===== src/rtl/cmp_persist_pkg.sv =====
// Shared result-code definitions for the magnitude comparator and the
// control FSMs that consume its confirmed outputs.
package cmp_pkg;

   typedef enum logic [1:0] {
      CMP_LT   = 2'd0,
      CMP_EQ   = 2'd1,
      CMP_GT   = 2'd2,
      CMP_NONE = 2'd3
   } cmp_code_t;

   // Returns {lt, eq, gt}; CMP_NONE decodes to all-zero.
   function automatic logic [2:0] cmp_onehot(input cmp_code_t c);
      logic [2:0] oh;
      case (c)
         CMP_LT:  oh = 3'b100;
         CMP_EQ:  oh = 3'b010;
         CMP_GT:  oh = 3'b001;
         default: oh = 3'b000;
      endcase
      return oh;
   endfunction

endpackage


===== src/rtl/cmp_persist_if.sv =====
// Sample/result bundle between a counter source and cmp_persist.
interface cmp_persist_if #(
   parameter int WIDTH = 5
);
   logic             in_valid;
   logic [WIDTH-1:0] a;
   logic [WIDTH-1:0] b;
   logic             out_valid;
   logic             l, e, g;
   logic             cl, ce, cg;
   logic             confirmed;
   logic             chg;

   modport master (
      output in_valid, a, b,
      input  out_valid, l, e, g, cl, ce, cg, confirmed, chg
   );

   modport slave (
      input  in_valid, a, b,
      output out_valid, l, e, g, cl, ce, cg, confirmed, chg
   );
endinterface


===== src/rtl/cmp_persist_core.sv =====
// Combinational a/b -> result code, with sign handling and an optional dead
// band enabled by the macro CMP_DEADBAND_EN.
module cmp_core
   import cmp_pkg::*;
#(
   parameter int WIDTH  = 5,
   parameter int SIGNED = 0,
   parameter int BAND   = 1
) (
   input  logic [WIDTH-1:0] a,
   input  logic [WIDTH-1:0] b,
   output cmp_code_t        code
);
   localparam int XW = WIDTH + 2;

   if (WIDTH < 2 || BAND < 0 || BAND >= (1 << (WIDTH - 1))) begin : g_bad_param
      $error("cmp_core: WIDTH or BAND out of range");
   end

   logic signed [XW-1:0] ax_p0, bx_p0;

   // Two guard bits keep a-b and the band offsets free of wrap.
   always_comb begin
      if (SIGNED != 0) begin
         ax_p0 = {{2{a[WIDTH-1]}}, a};
         bx_p0 = {{2{b[WIDTH-1]}}, b};
      end else begin
         ax_p0 = {2'b00, a};
         bx_p0 = {2'b00, b};
      end
   end

`ifdef CMP_DEADBAND_EN
   localparam logic signed [XW-1:0] BAND_X = XW'(BAND);
   logic signed [XW-1:0] diff_p0;

   always_comb begin
      diff_p0 = ax_p0 - bx_p0;
      if (diff_p0 > BAND_X)       code = CMP_GT;
      else if (diff_p0 < -BAND_X) code = CMP_LT;
      else                        code = CMP_EQ;
   end
`else
   always_comb begin
      if (ax_p0 < bx_p0)       code = CMP_LT;
      else if (ax_p0 == bx_p0) code = CMP_EQ;
      else                     code = CMP_GT;
   end
`endif

endmodule


===== src/rtl/cmp_persist.sv =====
// Registered magnitude comparator with PERSIST-sample confirmation.
// Dead band is enabled by defining CMP_DEADBAND_EN.
module cmp_persist
   import cmp_pkg::*;
#(
   parameter int WIDTH   = 5,
   parameter int SIGNED  = 0,
   parameter int PERSIST = 4,
   parameter int BAND    = 1
) (
   input  logic          clk,
   input  logic          rst,
   cmp_persist_if.slave  bus
);
   localparam int PW = $clog2(PERSIST + 1);

   if (PERSIST < 1) begin : g_bad_persist
      $error("cmp_persist: PERSIST must be at least 1");
   end

   function automatic logic [PW-1:0] sat_inc(input logic [PW-1:0] c);
      if (c >= PW'(PERSIST)) return PW'(PERSIST);
      return c + PW'(1);
   endfunction

   cmp_code_t     code_p0;
   logic [PW-1:0] pcnt_nxt_p0;
   logic          confirm_p0;

   cmp_code_t     raw_code_p1;
   cmp_code_t     conf_code_p1;
   logic [PW-1:0] pcnt_p1;
   logic          vld_p1;
   logic          chg_p1;
   logic          confirmed_p1;

   cmp_core #(
      .WIDTH  (WIDTH),
      .SIGNED (SIGNED),
      .BAND   (BAND)
   ) u_core (
      .a    (bus.a),
      .b    (bus.b),
      .code (code_p0)
   );

   // Stage p0 -> p1: raw code doubles as the previous-sample code (NONE after reset).
   always_comb begin
      pcnt_nxt_p0 = (code_p0 == raw_code_p1) ? sat_inc(pcnt_p1) : PW'(1);
      confirm_p0  = (pcnt_nxt_p0 == PW'(PERSIST)) && (code_p0 != conf_code_p1);
   end

   always_ff @(posedge clk) begin
      if (rst) begin
         vld_p1       <= 1'b0;
         chg_p1       <= 1'b0;
         confirmed_p1 <= 1'b0;
         raw_code_p1  <= CMP_NONE;
         conf_code_p1 <= CMP_NONE;
         pcnt_p1      <= '0;
      end else begin
         vld_p1 <= bus.in_valid;
         chg_p1 <= 1'b0;
         if (bus.in_valid) begin
            raw_code_p1 <= code_p0;
            pcnt_p1     <= pcnt_nxt_p0;
            if (confirm_p0) begin
               conf_code_p1 <= code_p0;
               confirmed_p1 <= 1'b1;
               chg_p1       <= 1'b1;
            end
         end
      end
   end

   assign bus.out_valid          = vld_p1;
   assign {bus.l, bus.e, bus.g}  = cmp_onehot(raw_code_p1);
   assign {bus.cl, bus.ce, bus.cg} = cmp_onehot(conf_code_p1);
   assign bus.confirmed          = confirmed_p1;
   assign bus.chg                = chg_p1;

endmodule

===== src/flat_wrapper.sv =====
// flat-port wrapper written by rule: the top's interface ports become plain ports
module cmp_persist_flat import cmp_pkg::*;
#(
   parameter int WIDTH   = 5,
   parameter int SIGNED  = 0,
   parameter int PERSIST = 4,
   parameter int BAND    = 1
)
  (clk, rst, bus_in_valid, bus_a, bus_b, bus_out_valid, bus_l, bus_e, bus_g, bus_cl, bus_ce, bus_cg, bus_confirmed, bus_chg);
  cmp_persist_if #(.WIDTH(WIDTH)) bus_i ();
  input  logic clk;
  input  logic rst;
  input wire logic [$bits(bus_i.in_valid)-1:0] bus_in_valid;
  input wire logic [$bits(bus_i.a)-1:0] bus_a;
  input wire logic [$bits(bus_i.b)-1:0] bus_b;
  output wire logic [$bits(bus_i.out_valid)-1:0] bus_out_valid;
  output wire logic [$bits(bus_i.l)-1:0] bus_l;
  output wire logic [$bits(bus_i.e)-1:0] bus_e;
  output wire logic [$bits(bus_i.g)-1:0] bus_g;
  output wire logic [$bits(bus_i.cl)-1:0] bus_cl;
  output wire logic [$bits(bus_i.ce)-1:0] bus_ce;
  output wire logic [$bits(bus_i.cg)-1:0] bus_cg;
  output wire logic [$bits(bus_i.confirmed)-1:0] bus_confirmed;
  output wire logic [$bits(bus_i.chg)-1:0] bus_chg;
  assign bus_i.in_valid = bus_in_valid;
  assign bus_i.a = bus_a;
  assign bus_i.b = bus_b;
  assign bus_out_valid = bus_i.out_valid;
  assign bus_l = bus_i.l;
  assign bus_e = bus_i.e;
  assign bus_g = bus_i.g;
  assign bus_cl = bus_i.cl;
  assign bus_ce = bus_i.ce;
  assign bus_cg = bus_i.cg;
  assign bus_confirmed = bus_i.confirmed;
  assign bus_chg = bus_i.chg;
  cmp_persist #(.WIDTH(WIDTH), .SIGNED(SIGNED), .PERSIST(PERSIST), .BAND(BAND)) u_core (.clk(clk), .rst(rst), .bus(bus_i));
endmodule

===== config.mk =====
export PLATFORM = sky130hd
export DESIGN_NAME = cmp_persist_flat
export DESIGN_NICKNAME = d
export VERILOG_FILES = /design/src/rtl/cmp_persist_pkg.sv /design/src/rtl/cmp_persist_if.sv /design/src/rtl/cmp_persist_core.sv /design/src/rtl/cmp_persist.sv /design/src/flat_wrapper.sv
export SDC_FILE = /design/constraint.sdc
export NUM_CORES = 1
export LEC_CHECK = 0
export CAP_MARGIN = 0
export CORE_MARGIN = 10
export CORE_UTILIZATION = 39
export CTS_CLUSTER_DIAMETER = 50
export DETAILED_ROUTE_END_ITERATION = 10
export PLACE_DENSITY = 0.71
export SYNTH_ARGS = -nofsm -noshare
export SYNTH_HDL_FRONTEND = slang
export SYNTH_HIERARCHICAL = 1
export SYNTH_SLANG_ARGS = --single-unit

===== constraint.sdc =====
create_clock -name clk -period 3.8 [get_ports clk]
set_input_delay 0.76 -clock clk [delete_from_list [all_inputs] [get_ports clk]]
set_output_delay 0.76 -clock clk [all_outputs]
set_load 0.005 [all_outputs]

==> results_dict.tcl <==
set metrics [dict create \
    h-tree-depth 1 \
    cts_tree "built" \
    async_flop_share_pct 0 \
    chipHeight_um 59.69 \
    synth_nets 91 \
    hold_viol_final 0 \
    layout_common_cells "21 x clkdlybuf4s50_1, 10 x dfxtp_1, 8 x inv_1" \
    hp-start "u_core/pcnt_p1[1]" \
    rows 14 \
    multi_input_area_um2 375.4 \
    placed_cells 107 \
    io_pins 22 \
    postCtsSetupBuffers 0 \
    max_cap_violations 0 \
    synth-warning-count 6 \
    drt-total-wl_um 1353 \
    drt_pass1_iterations 4 \
    max_slew_margin_pct 70.02 \
    grt_max_degree 11 \
    worst-setup-path-type "primary input to flip-flop" \
    mostFrequentLayoutCell "clkdlybuf4s50_1" \
    clock_sinks 10 \
    syn_area_um2 614.3 \
    antenna_found_initial 0 \
    whs_ns 0.4889 \
    wl_per_cell_um 12.30 \
    reg2reg_slack_ns 2.38 \
    p_leak_nw 0.3682 \
    hold_buffers 0 \
    ys_ff_latch 10 \
    arrival_ns 3.04 \
    fp.coreArea_um2 1506 \
    syn_inst 71 \
    timing.rr.end "u_core/conf_code_p1[0]" \
    cts_buffers 3 \
    finalSetupTns_ns 0 \
    grt_pass1_wl_um 2352 \
    synth_top_flop_cell "dfxtp_1" \
    overflow 0 \
    vias 539 \
    post_cts_resized 0 \
    status "complete, no violations" \
    cellPowerDensity_nw_per_um2 273.1 \
    setup_ws_ns 0.9348 \
    grt_usage_pct 8.524 \
    hold_path.class "flip-flop to flip-flop" \
    r2r-start "u_core/pcnt_p1[0]" \
    synth_area_leaders "dfxtp_1 33%, ha_1 14%, mux2i_1 6.5%" \
    setup_viol 0 \
    ant_nets 0 \
    drive_above_1_share_pct 5.319 \
    detail_route.vias_per_cell 4.900 \
    hold_path_end "u_core/pcnt_p1[1]" \
    die_x_um 59.69 \
    clock_latency_ns 0.26 \
    drcViolationCount 0 \
    period_needed_ns 2.865 \
    gp_congestion 0.8065 \
    tightestPinTransition_ns 0.4497 \
    clk_pin_slew_ns 0.06 \
    finClkSkew_ns 0.008584 \
    max-vdd-ir-drop_mv 0.1363 \
    antenna_cells 0 \
    start_util_pct 40.78 \
    die_area_um2 3563 \
    worstSetupEndpointType "flip-flop" \
    final_nets 116 \
    ff2ff_path_depth 5 \
    rsz0062_at_grt "no" \
    dp_hpwl_um 1135 \
    avgSynthCellArea_um2 8.653 \
    holdPathStages 2 \
    period_share_pct 75.40 \
    ff_latch_area_um2 200.2 \
    pre_cts_ws_ns 0.6951 \
    required_ns 3.97 \
    root_buffer "clkbuf_4" \
    power_uw 236.4 \
    slew_viol_final 0 \
    area_growth_pct 40.94 \
    fmax_mhz 349.0 \
    netlist.area_leader.share_pct 32.59 \
    clock_path_buffers 2 \
    num-fill-cells 153 \
    drt_iter0_drc 5 \
    seq_area_frac_synth_pct 32.59 \
    synth_area_leader_cell "dfxtp_1" \
    crit_fanout 4 \
    numPortBuffers 21 \
    ys_types 25 \
    post_layout_nonfiller_instances 110 \
    grt_pass1_vias 550 \
    synth_enable_flop_cells 0 \
    worst_setup_path_start_kind "primary input" \
]
## stage by stage
stage                     util (%)  instance area [um^2]
after floorplan                  -                 614.3
after global placement       55.98                 843.3
after detailed placement     55.98                 843.3
after CTS                    57.48                 865.8
after global routing         57.48                 865.8
final                        57.48                 865.8
## cell families after synthesis
| family | Yosys count | synth area share, % |
|---|---|---|
| buf+inv | 10 | 6.312 |
| xor+xnor | 4 | 5.702 |
| mux | 4 | 6.518 |
| fa+ha+maj | 7 | 14.26 |
| compound gates | 12 | 14.26 |
| simple gates | 24 | 20.37 |
| flops | 10 | 32.59 |
## routing by layer
metal  GRT usage [%]  wire length [um]
met3           1.907                49
met2           15.15               731
met5               0                 0
met4           5.769                25
met1           8.544               548
## worst max-delay path by stage
stage,from,to,slack [ns],depth (start not counted)
after floorplan,bus_b[4],u_core/conf_code_p1[1],1.38,8
after global placement,bus_b[4],u_core/conf_code_p1[1],0.79,9
after detailed placement,bus_b[4],u_core/conf_code_p1[0],0.70,9
after CTS,bus_b[4],u_core/conf_code_p1[0],0.96,9
after global routing,bus_b[4],u_core/conf_code_p1[0],0.80,9
final,bus_b[4],u_core/conf_code_p1[0],0.93,9
## power breakdown
group / internal [mW] / switching (mW) / total (mW)
registers: 0.108 / 0.00372 / 0.112
clock network: 0.0364 / 0.0325 / 0.0689
logic: 0.0315 / 0.0239 / 0.0554
## sequential cells by signal (all words and copies together) (netlist names)
register,cells
u_core/bus.chg,1
u_core/raw_code_p1,2
u_core/conf_code_p1,2
u_core/bus.confirmed,1
u_core/pcnt_p1,3
u_core/bus.out_valid,1
## worst max-delay path, cell delays in order
cell and delay, ns:
clkdlybuf4s50_1 0.46, inv_1 0.04, ha_1 0.29, and4_1 0.24
nand2b_1 0.07, a32oi_1 0.40, xnor2_1 0.25, o2111a_2 0.31
mux2i_1 0.21
## final cells by class
cell class	count	share of cell area [%]
multi-input combinational	51	43.35
sequential	10	23.12
tap	16	2.312
inverter	8	3.468
clock buffer	3	2.601
timing repair buffer	22	25.14
## cell usage after synthesis, types with 2 or more instances
cell type and count:
a21oi_1 4, dfxtp_1 10, ha_1 7, inv_1 8, mux2i_1 4, nand2_1 4
nand2b_1 2, nor2_1 7, nor2b_1 6, xnor2_1 4
No activity file was read; power rests on OpenSTA's default activity.
